[config.mk]
export PLATFORM = sky130hd
export DESIGN_NAME = watch_set_controller
export DESIGN_NICKNAME = d
export VERILOG_FILES = /design/src/rtl/watch_set_controller_pkg.sv /design/src/rtl/watch_set_controller_idle_timer.sv /design/src/rtl/watch_set_controller.sv
export SDC_FILE = /design/constraint.sdc
export NUM_CORES = 1
export LEC_CHECK = 0
export ABC_CLOCK_PERIOD_IN_PS = 1630
export CAP_MARGIN = 20
export CORE_AREA = 3 3 40 42
export DETAILED_ROUTE_END_ITERATION = 8
export DIE_AREA = 0 0 43 45
export SLEW_MARGIN = 20
export SYNTH_ARGS = -nofsm -noshare
export SYNTH_HDL_FRONTEND = slang
export SYNTH_SLANG_ARGS = --single-unit
[constraint.sdc]
create_clock -name clock -period 1.63 [get_ports clock]
set_input_delay 0.326 -clock clock [delete_from_list [all_inputs] [get_ports clock]]
set_output_delay 0.326 -clock clock [all_outputs]
set_load 0.1 [all_outputs]
[src/rtl/watch_set_controller_pkg.sv]
// Shared definitions for the watch time-setting controller: state encodings,
// default idle timeout and the MODE step sequence.
// Latency: n/a (types and functions only). Backpressure: n/a.
package watch_set_controller_pkg;

  // 2-bit encoding with all four codes used, so there is no illegal state.
  typedef enum logic [1:0] {
    ST_NORMAL   = 2'd0,
    ST_SET_HOUR = 2'd1,
    ST_SET_MIN  = 2'd2,
    ST_SET_SEC  = 2'd3
  } set_state_t;

  localparam int TIMEOUT_S_DEFAULT = 30;
  localparam int TMR_W_DEFAULT     = 6;

  // One MODE press advances NORMAL -> HOUR -> MIN -> SEC -> NORMAL.
  function automatic set_state_t next_field(input set_state_t s);
    set_state_t n;
    case (s)
      ST_NORMAL:   n = ST_SET_HOUR;
      ST_SET_HOUR: n = ST_SET_MIN;
      ST_SET_MIN:  n = ST_SET_SEC;
      default:     n = ST_NORMAL;
    endcase
    return n;
  endfunction

endpackage

[src/rtl/watch_set_controller_idle_timer.sv]
// Idle timer for the SET_* states: counts tick_1hz, flags expiry on the tick
// that completes TIMEOUT_S idle seconds. expired is combinational (same cycle
// as the tick); the caller registers it. No backpressure.
// Ports: clock, reset (async high), clear, tick_1hz, enable in; expired out.
module watch_idle_timer
  import watch_set_controller_pkg::*;
#(
  parameter int TIMEOUT_S = TIMEOUT_S_DEFAULT,
  parameter int TMR_W     = TMR_W_DEFAULT
) (
  input  logic clock,
  input  logic reset,
  input  logic clear,
  input  logic tick_1hz,
  input  logic enable,
  output logic expired
);

  localparam logic [TMR_W-1:0] LAST = TMR_W'(TIMEOUT_S - 1);

  logic [TMR_W-1:0] r_cnt;

  // A pulse coincident with the final tick wins: clear masks expiry.
  assign expired = enable & tick_1hz & ~clear & (r_cnt == LAST);

  always_ff @(posedge clock or posedge reset) begin
    if (reset) begin
      r_cnt <= '0;
    end else if (clear || !enable || expired) begin
      r_cnt <= '0;
    end else if (tick_1hz) begin
      r_cnt <= r_cnt + 1'b1;
    end
  end

endmodule

[src/rtl/watch_set_controller.sv]
// Watch time-setting controller: steps NORMAL/SET_HOUR/SET_MIN/SET_SEC on MODE,
// issues one-cycle inc_hour/inc_min/clr_sec strobes on ADJUST, drives run_en/blink.
// Latency: every output is registered, one cycle after its cause. No backpressure.
// Ports in: clock, reset (async high), tick_1hz, mode_pulse, adjust_pulse.
// Ports out: set_state[1:0], inc_hour, inc_min, clr_sec, run_en, blink.
// Option: WATCH_SET_TIMEOUT_EN adds the idle timer that returns to NORMAL after
// TIMEOUT_S seconds without a key press; without it TIMEOUT_S/TMR_W are unused.
module watch_set_controller
  import watch_set_controller_pkg::*;
#(
  parameter int TIMEOUT_S = TIMEOUT_S_DEFAULT,
  parameter int TMR_W     = TMR_W_DEFAULT
) (
  input  logic       clock,
  input  logic       reset,
  input  logic       tick_1hz,
  input  logic       mode_pulse,
  input  logic       adjust_pulse,
  output logic [1:0] set_state,
  output logic       inc_hour,
  output logic       inc_min,
  output logic       clr_sec,
  output logic       run_en,
  output logic       blink
);

  set_state_t r_state;
  logic       r_inc_hour, r_inc_min, r_clr_sec, r_run_en, r_blink;

  set_state_t w_next_state;
  logic       w_next_inc_hour, w_next_inc_min, w_next_clr_sec;
  logic       w_next_run_en, w_next_blink;
  logic       w_adj_eff;
  logic       w_expired;

`ifdef WATCH_SET_TIMEOUT_EN
  watch_idle_timer #(
    .TIMEOUT_S (TIMEOUT_S),
    .TMR_W     (TMR_W)
  ) u_idle_timer (
    .clock    (clock),
    .reset    (reset),
    .clear    (mode_pulse | adjust_pulse),
    .tick_1hz (tick_1hz),
    .enable   (r_state != ST_NORMAL),
    .expired  (w_expired)
  );
`else
  logic w_unused_cfg;
  assign w_expired    = 1'b0;
  assign w_unused_cfg = ^{TIMEOUT_S[0], TMR_W[0]};
`endif

  // MODE has priority; an ADJUST in the same cycle is dropped.
  assign w_adj_eff = adjust_pulse & ~mode_pulse;

  always_comb begin
    w_next_state    = r_state;
    w_next_inc_hour = 1'b0;
    w_next_inc_min  = 1'b0;
    w_next_clr_sec  = 1'b0;
    w_next_blink    = r_blink;

    if (mode_pulse) begin
      w_next_state = next_field(r_state);
    end else if (w_expired) begin
      w_next_state = ST_NORMAL;
    end

    if (w_adj_eff) begin
      case (r_state)
        ST_SET_HOUR: w_next_inc_hour = 1'b1;
        ST_SET_MIN:  w_next_inc_min  = 1'b1;
        ST_SET_SEC:  w_next_clr_sec  = 1'b1;
        default:     ;
      endcase
    end

    // Field shows solid on entry and right after an adjust so the user sees the new value.
    if (w_next_state == ST_NORMAL || w_next_state != r_state || w_adj_eff) begin
      w_next_blink = 1'b0;
    end else if (tick_1hz) begin
      w_next_blink = ~r_blink;
    end

    w_next_run_en = (w_next_state != ST_SET_SEC);
  end

  always_ff @(posedge clock or posedge reset) begin
    if (reset) begin
      r_state    <= ST_NORMAL;
      r_inc_hour <= 1'b0;
      r_inc_min  <= 1'b0;
      r_clr_sec  <= 1'b0;
      r_run_en   <= 1'b1;
      r_blink    <= 1'b0;
    end else begin
      r_state    <= w_next_state;
      r_inc_hour <= w_next_inc_hour;
      r_inc_min  <= w_next_inc_min;
      r_clr_sec  <= w_next_clr_sec;
      r_run_en   <= w_next_run_en;
      r_blink    <= w_next_blink;
    end
  end

  assign set_state = r_state;
  assign inc_hour  = r_inc_hour;
  assign inc_min   = r_inc_min;
  assign clr_sec   = r_clr_sec;
  assign run_en    = r_run_en;
  assign blink     = r_blink;

endmodule

# ---- After elaboration in Yosys (flattened, before gate mapping)
# Index checks and enable logic that the tools add are counted.
dict set report word_totals {
  regBits 7
  output_inout_bits 7
  wordCells 29
}
dict set report op_classes {
  eq_ne 5
  mux 10
  n_bitwise 3
  n_reduce_logical 5
}
# cell count
set op_table {}
lappend op_table {{1-bit two-way mux} 8}
lappend op_table {{2-bit case mux with 3 select lines} 1}
lappend op_table {{2-bit equality test, second input constant} 2}
lappend op_table {{2-bit zero test} 2}
lappend op_table {{2-bit by 1-bit equality test with 1-bit output, second input constant} 1}
lappend op_table {{1-bit logical OR} 2}
lappend op_table {{2-bit two-way mux} 1}
lappend op_table {{2-bit != test} 1}
lappend op_table {{2-bit != test, second input constant} 1}
lappend op_table {{1-bit inverter} 2}
lappend op_table {{2-bit nonzero test} 1}
lappend op_table {{1-bit bitwise AND} 1}

# ---- Logic depth before layout (Yosys ltp)
# Gate-level depths: netlist of run 1.
dict set report logic_depth {
  word_depth 7
  depth_mapped 5
  mapped_depth_nobuf 5
}

# ---- Worst setup path after synthesis of run 1
# No wires, ideal clock.
dict set report synth_path {
  kind {reg2reg}
  startpoint {register r_state[0] (netlist: set_state[0])}
  endpoint {register r_blink (netlist: blink)}
  setup_time_ns 0.111
  arrival_ns 2.033
  slack_ns -0.514
  stages_incl_launch_ff 6
  n_path_buf 0
  cell_sequence {dfrtp_1 -> inv_1 -> ha_1 -> nor3_1 -> o22ai_1 -> a2111oi_2}
}
dict set report synth_via {
  elab_chain_len 7
  elab_cells_between_ends 11
  classes_between {3 x eq/ne; 3 x mux; 5 x reduce/logical}
}
# item line_no
set synth_rtl {}
lappend synth_rtl {{start, declared} watch_set_controller.sv:27} ;# set_state_t r_state;
lappend synth_rtl {{start signal, assigned} watch_set_controller.sv:98} ;# r_state <= w_next_state;
lappend synth_rtl {{2-bit equality test (tied with other cells)} watch_set_controller_pkg.sv:20} ;# case (s)
lappend synth_rtl {{2-bit case mux with 3 select lines} watch_set_controller_pkg.sv:20}
lappend synth_rtl {{2-bit two-way mux} watch_set_controller.sv:64} ;# if (mode_pulse) begin
lappend synth_rtl {{2-bit != test or 2-bit zero test (tied branches)} watch_set_controller.sv:80} ;# if (w_next_state == ST_NORMAL || w_next_state != r_state || w_adj_eff) begin
lappend synth_rtl {{1-bit logical OR * (2 in a row)} watch_set_controller.sv:80}
lappend synth_rtl {{1-bit two-way mux or 2-bit nonzero test (tied branches)} -}
lappend synth_rtl {{end signal, assigned} watch_set_controller.sv:103} ;# r_blink <= w_next_blink;
lappend synth_rtl {{end, declared} watch_set_controller.sv:28} ;# logic r_inc_hour, r_inc_min, r_clr_sec, r_run_en, r_blink;
# Mark *: on every way between the ends. The rest lies on a longest branch, timed or not.
# A chain may end at the register's enable or synchronous reset.

# ---- Worst setup path after layout of run 1
# Ends and elaborated chain as after synthesis.

==> results of run 1 <==
## flip-flops by register name (all words and copies together) (netlist names)
register	cells
clr_sec	1
blink	1
run_en	1
inc_hour	1
set_state	2
inc_min	1
## metal layers
layer  vias to the layer above  track usage
met5                         -            0
met4                         0        0.108
met3                         2       0.0398
met2                        11        0.105
met1                       128       0.0990
li1                        127            -
## cell type report
class / count / area, µm²
sequential: 7 / 184
fill: 122 / 719
clock buffer: 4 / 26.3
tap: 15 / 18.8
multi-input combinational: 19 / 145
timing repair buffer: 11 / 180
inverter: 3 / 11.3
## placed cells by master, fill, tap and decap left out
cell type / count
inv_1: 1
nand2_1: 2
dfrtp_1: 4
o22ai_1: 1
nor2b_1: 1
o21a_1: 1
nor3_1: 1
dfrtp_4: 2
clkdlybuf4s50_1: 4
clkbuf_4: 3
inv_2: 2
buf_12: 7
and2_1: 3
dfstp_2: 1
xnor2_1: 1
clkbuf_1: 1
a2111oi_2: 1
a21oi_1: 1
ha_1: 4
o21ai_0: 3
## through the flow
step / area [µm²] / std cells / hold WS [ns] / utilization
finish: 566 / 59 / 0.310 / 0.440
global route: 566 / 59 / 0.331 / 0.440
CTS: 566 / 59 / 0.313 / 0.440
detailed placement: 539 / 55 / 0.572 / 0.420
global placement: 539 / 55 / 0.574 / 0.420
floorplan: 340 / 29 / 0.129 / -
## worst max-delay path, delay by kind of cell (launching register included)
kind                       cells  cell delay [ns]
AOI/OAI and AO/OA              2             0.40
buffers and inverters          1             0.06
adders and majority gates      1             0.23
DFF                            1             0.47
and+or+nand+nor                1             0.20
## path summary, 6_finish.rpt
path | end | cells past startpoint
max in group asynchronous | run_en | 2
min | set_state[0] | 2
max | blink | 5
min in group clock | blink | 2
max reg2reg | blink | 5
min reg2reg | blink | 2
## what timing repair did
item	CTS	global route
endpoints found under the setup margin	0	1
buffers inserted	0	0
resized for setup	0	0
## kinds of logic after synthesis
kind of cell / count (synthesis) / share of synthesized area
and+or+nand+nor: 7 / 0.113
buffers and inverters: 3 / 0.0338
adders and majority gates: 4 / 0.150
AOI/OAI and AO/OA: 7 / 0.147
DFF: 7 / 0.530
xor gates and xnor gates: 1 / 0.0263
==> flow_summary.json, run 1 <==
{
  "grt_pass1_vias": 266,
  "yosys.area.top_type": "dfrtp_1",
  "synth_area_per_cell_um2": 11.5,
  "worst_slack_ns": 0.161,
  "tns_ns": 0,
  "rows": 13,
  "wl_met3_um": 51,
  "synth_edf_count": 0,
  "antenna_found_initial": 0,
  "clkSinkCount": 7,
  "fin_skew_ns": 0.000683,
  "io_pins": 12,
  "post-dp-hpwl_um": 491,
  "drive_gt1_frac": 0.364,
  "hold_class": "primary input to async pin",
  "path_clk_slew_ns": 0.05,
  "cp_max_fo": 7,
  "design.die.area_um2": 1940,
  "reg2reg_from": "set_state[0]",
  "die_y_um": 45,
  "synth_nets": 38,
  "path_class": "register to register",
  "ys.flop_type": "dfrtp_1",
  "ff2ff_setup_slack_ns": 0.16,
  "worstSetupEndpointType": "register",
  "drc": 0,
  "synth_top_area_share": 0.451,
  "fmax_ghz": 0.681,
  "cts_hold_buf": 0,
  "yosys-top-cells-count": "dfrtp_1 (6), ha_1 (4), and2_1 (3), inv_1 (3), o21ai_0 (3)",
  "cts_buffers": 3,
  "via_per_inst": 4.54,
  "gp_congestion": 0.803,
  "cp-startpoint": "set_state[0]",
  "clk_latency_ns": 0.24,
  "dpl_worst_slack_ns": 0.119,
  "area_delta_synth_final_pct": 69.9,
  "vias": 268,
  "period_share": 0.901,
  "met2WireLength_um": 309,
  "finalHoldViolations": 0,
  "synth_area_um2": 333,
  "routed.top_layer": "met4",
  "port_buffers": 11,
  "core_um2": 1280,
  "worst_pin_slew_ns": 0.285,
  "slew_viol_final": 0,
  "ys_top_cells_by_area": "dfrtp_1 (45%), ha_1 (15%), dfstp_2 (7.9%)",
  "wl_met1_um": 250,
  "fin_nets": 54,
  "finalSetupViolCount": 0,
  "synth_warnings": 0,
  "worstPathRequired_ns": 1.77,
  "crit_chain": "inv_2 > ha_1 > nor3_1 > o22ai_1 > a2111oi_2",
  "synth.most_common_cell": "dfrtp_1",
  "grt_pass1_wl_mm": 1.10,
  "grt_max_degree": 8,
  "seq_area_frac_synth": 0.530,
  "start_util": 0.259,
  "rsz0062_at_grt": "no",
  "cpMaxStageDelayCell": "dfrtp_4",
  "cts_tree": "done",
  "max_slew_margin": 0.810,
  "dr.pass1.iters": 3,
  "diodes": 0,
  "worst_ep_arrival_time_ns": 1.61,
  "synth_cell_type_count": 14,
  "root_buffer": "clkbuf_4",
  "async_reset_ff_frac": 1.00,
  "grt_overflow_total": 0,
  "ant_nets": 0,
  "drtIter0Drc": 7,
  "netlist_instances": 29,
  "synth-seq-cells": 7,
  "max-cap-violations": 0,
  "routed_wl_um": 628,
  "clockBufferDepth": 2,
  "status": "finished clean",
  "fp.dieW_um": 43,
  "cp-start-kind": "register",
  "detail_route.wl_per_cell_um": 10.6,
  "grt_usage": 0.0866,
  "fin_crit_ns": 1.47,
  "critPathMaxStageDelay_ns": 0.47,
  "htree_levels": 1
}
Power of run 1 is left out: the tool's default activity adds up to more than one toggle a clock period on the data nets, which glitch-free logic cannot reach.
==> run 2: changes to the inputs <==
--- a/config.mk
+++ b/config.mk
@@ -7,9 +7,12 @@
 export LEC_CHECK = 0
 export ABC_CLOCK_PERIOD_IN_PS = 1630
 export CAP_MARGIN = 20
+export CELL_PAD_IN_SITES_DETAIL_PLACEMENT = 1
+export CELL_PAD_IN_SITES_GLOBAL_PLACEMENT = 1
 export CORE_AREA = 3 3 40 42
 export DETAILED_ROUTE_END_ITERATION = 8
 export DIE_AREA = 0 0 43 45
+export PLACE_DENSITY_LB_ADDON = 0.1
 export SLEW_MARGIN = 20
 export SYNTH_ARGS = -nofsm -noshare
 export SYNTH_HDL_FRONTEND = slang
==> flow_summary.json, run 2 (synthesized netlist as in run 1, its figures left out) <==
{
  "status": "finished clean",
  "cts_buffers": 3,
  "grt_overflow_total": 0,
  "clk_latency_ns": 0.24,
  "fin_area_um2": 573,
  "htree_levels": 1,
  "period_share": 0.920,
  "via_per_inst": 4.48,
  "grt_pass1_vias": 285,
  "diodes": 0,
  "r2r-end": "blink",
  "gp_congestion": 0.727,
  "cp-start-kind": "register",
  "grt_usage": 0.0956,
  "core_um2": 1280,
  "cp_max_fo": 5,
  "area_delta_synth_final_pct": 72.2,
  "path_clk_slew_ns": 0.05,
  "clockBufferDepth": 2,
  "crit_path_end": "blink",
  "ff2ff_setup_slack_ns": 0.13,
  "final_common_cell": "buf_12",
  "antenna_found_initial": 0,
  "root_buffer": "clkbuf_4",
  "start_util": 0.259,
  "slew_viol_final": 0,
  "grt_max_degree": 8,
  "largest_reg_flops": 2,
  "post-dp-hpwl_um": 599,
  "die_y_um": 45,
  "n_fill_cell": 136,
  "final_cell_mix": "buf_12 (7), ha_1 (4), dfrtp_1 (4), clkdlybuf4s50_1 (4)",
  "io_pins": 12,
  "cp-startpoint": "set_state[1]",
  "worst_pin_slew_ns": 0.278,
  "finalHoldViolations": 0,
  "worst_slack_ns": 0.131,
  "rsz0062_at_grt": "no",
  "design.die.area_um2": 1940,
  "drtIter0Drc": 4,
  "grt_pass1_wl_mm": 1.26,
  "tns_ns": 0,
  "worst_ep_arrival_time_ns": 1.64,
  "drc": 0,
  "cts_hold_buf": 0,
  "cts_tree": "done",
  "ctsResizeCount": 0,
  "ant_nets": 0,
  "worstSetupEndpointType": "register",
  "fin_crit_ns": 1.50,
  "finalSetupViolCount": 0,
  "reg2reg_from": "set_state[1]",
  "drive_gt1_frac": 0.378,
  "max-cap-violations": 0,
  "worstRegToRegCells": 4,
  "path_class": "register to register",
  "placed_area_um2": 547,
  "whs_ns": 0.308,
  "fp.dieW_um": 43,
  "worstPathRequired_ns": 1.77,
  "post_cts_buffers": 0,
  "fin_skew_ns": 0.00501,
  "fmax_ghz": 0.667,
  "rows": 13,
  "dpl_worst_slack_ns": 0.127,
  "fin_nets": 55,
  "dr.pass1.iters": 3,
  "detail_route.wl_per_cell_um": 11.9,
  "routed_wl_um": 715,
  "max_slew_margin": 0.812,
  "hold_class": "primary input to async pin",
  "clkSinkCount": 7,
  "port_buffers": 11,
  "vias": 269
}
==> run 2: critical path: stages, from the launching register on <==
cell       delay [ns]
dfrtp_4          0.51
ha_1             0.23
nor3_1           0.19
o22ai_1          0.10
a2111oi_2        0.35
==> run 2: metrics by stage <==
stage | util | std cells
floorplan | - | 29
global route | 0.446 | 60
CTS | 0.446 | 60
global placement | 0.426 | 56
finish | 0.446 | 60
detailed placement | 0.426 | 56
==> run 2: per-layer routing <==
layer	GRT usage	wire length (µm)
met1	0.0934	259
met2	0.153	388
met3	0.0279	50
met4	0.108	16
met5	0	0
==> run 2: how the worst min path moves through the flow <==
stage	startpoint	endpoint	slack, ns	cells after the start
after detailed placement	reset	blink	0.57	2
after CTS	reset	blink	0.31	2
after global routing	reset	clr_sec	0.32	2
final	reset	blink	0.31	2
after global placement	reset	blink	0.57	2
after floorplan	reset	blink	0.13	1
==> run 2: area by class of cell <==
cell class	instances	area, µm²	area share
Sequential cell	7	184	0.321
Tap cell	15	18.8	0.0328
Inverter	3	11.3	0.0197
Timing Repair Buffer	12	188	0.328
Multi-Input combinational cell	19	145	0.253
Clock buffer	4	26.3	0.0459
Power of run 2 is left out for the same reason.
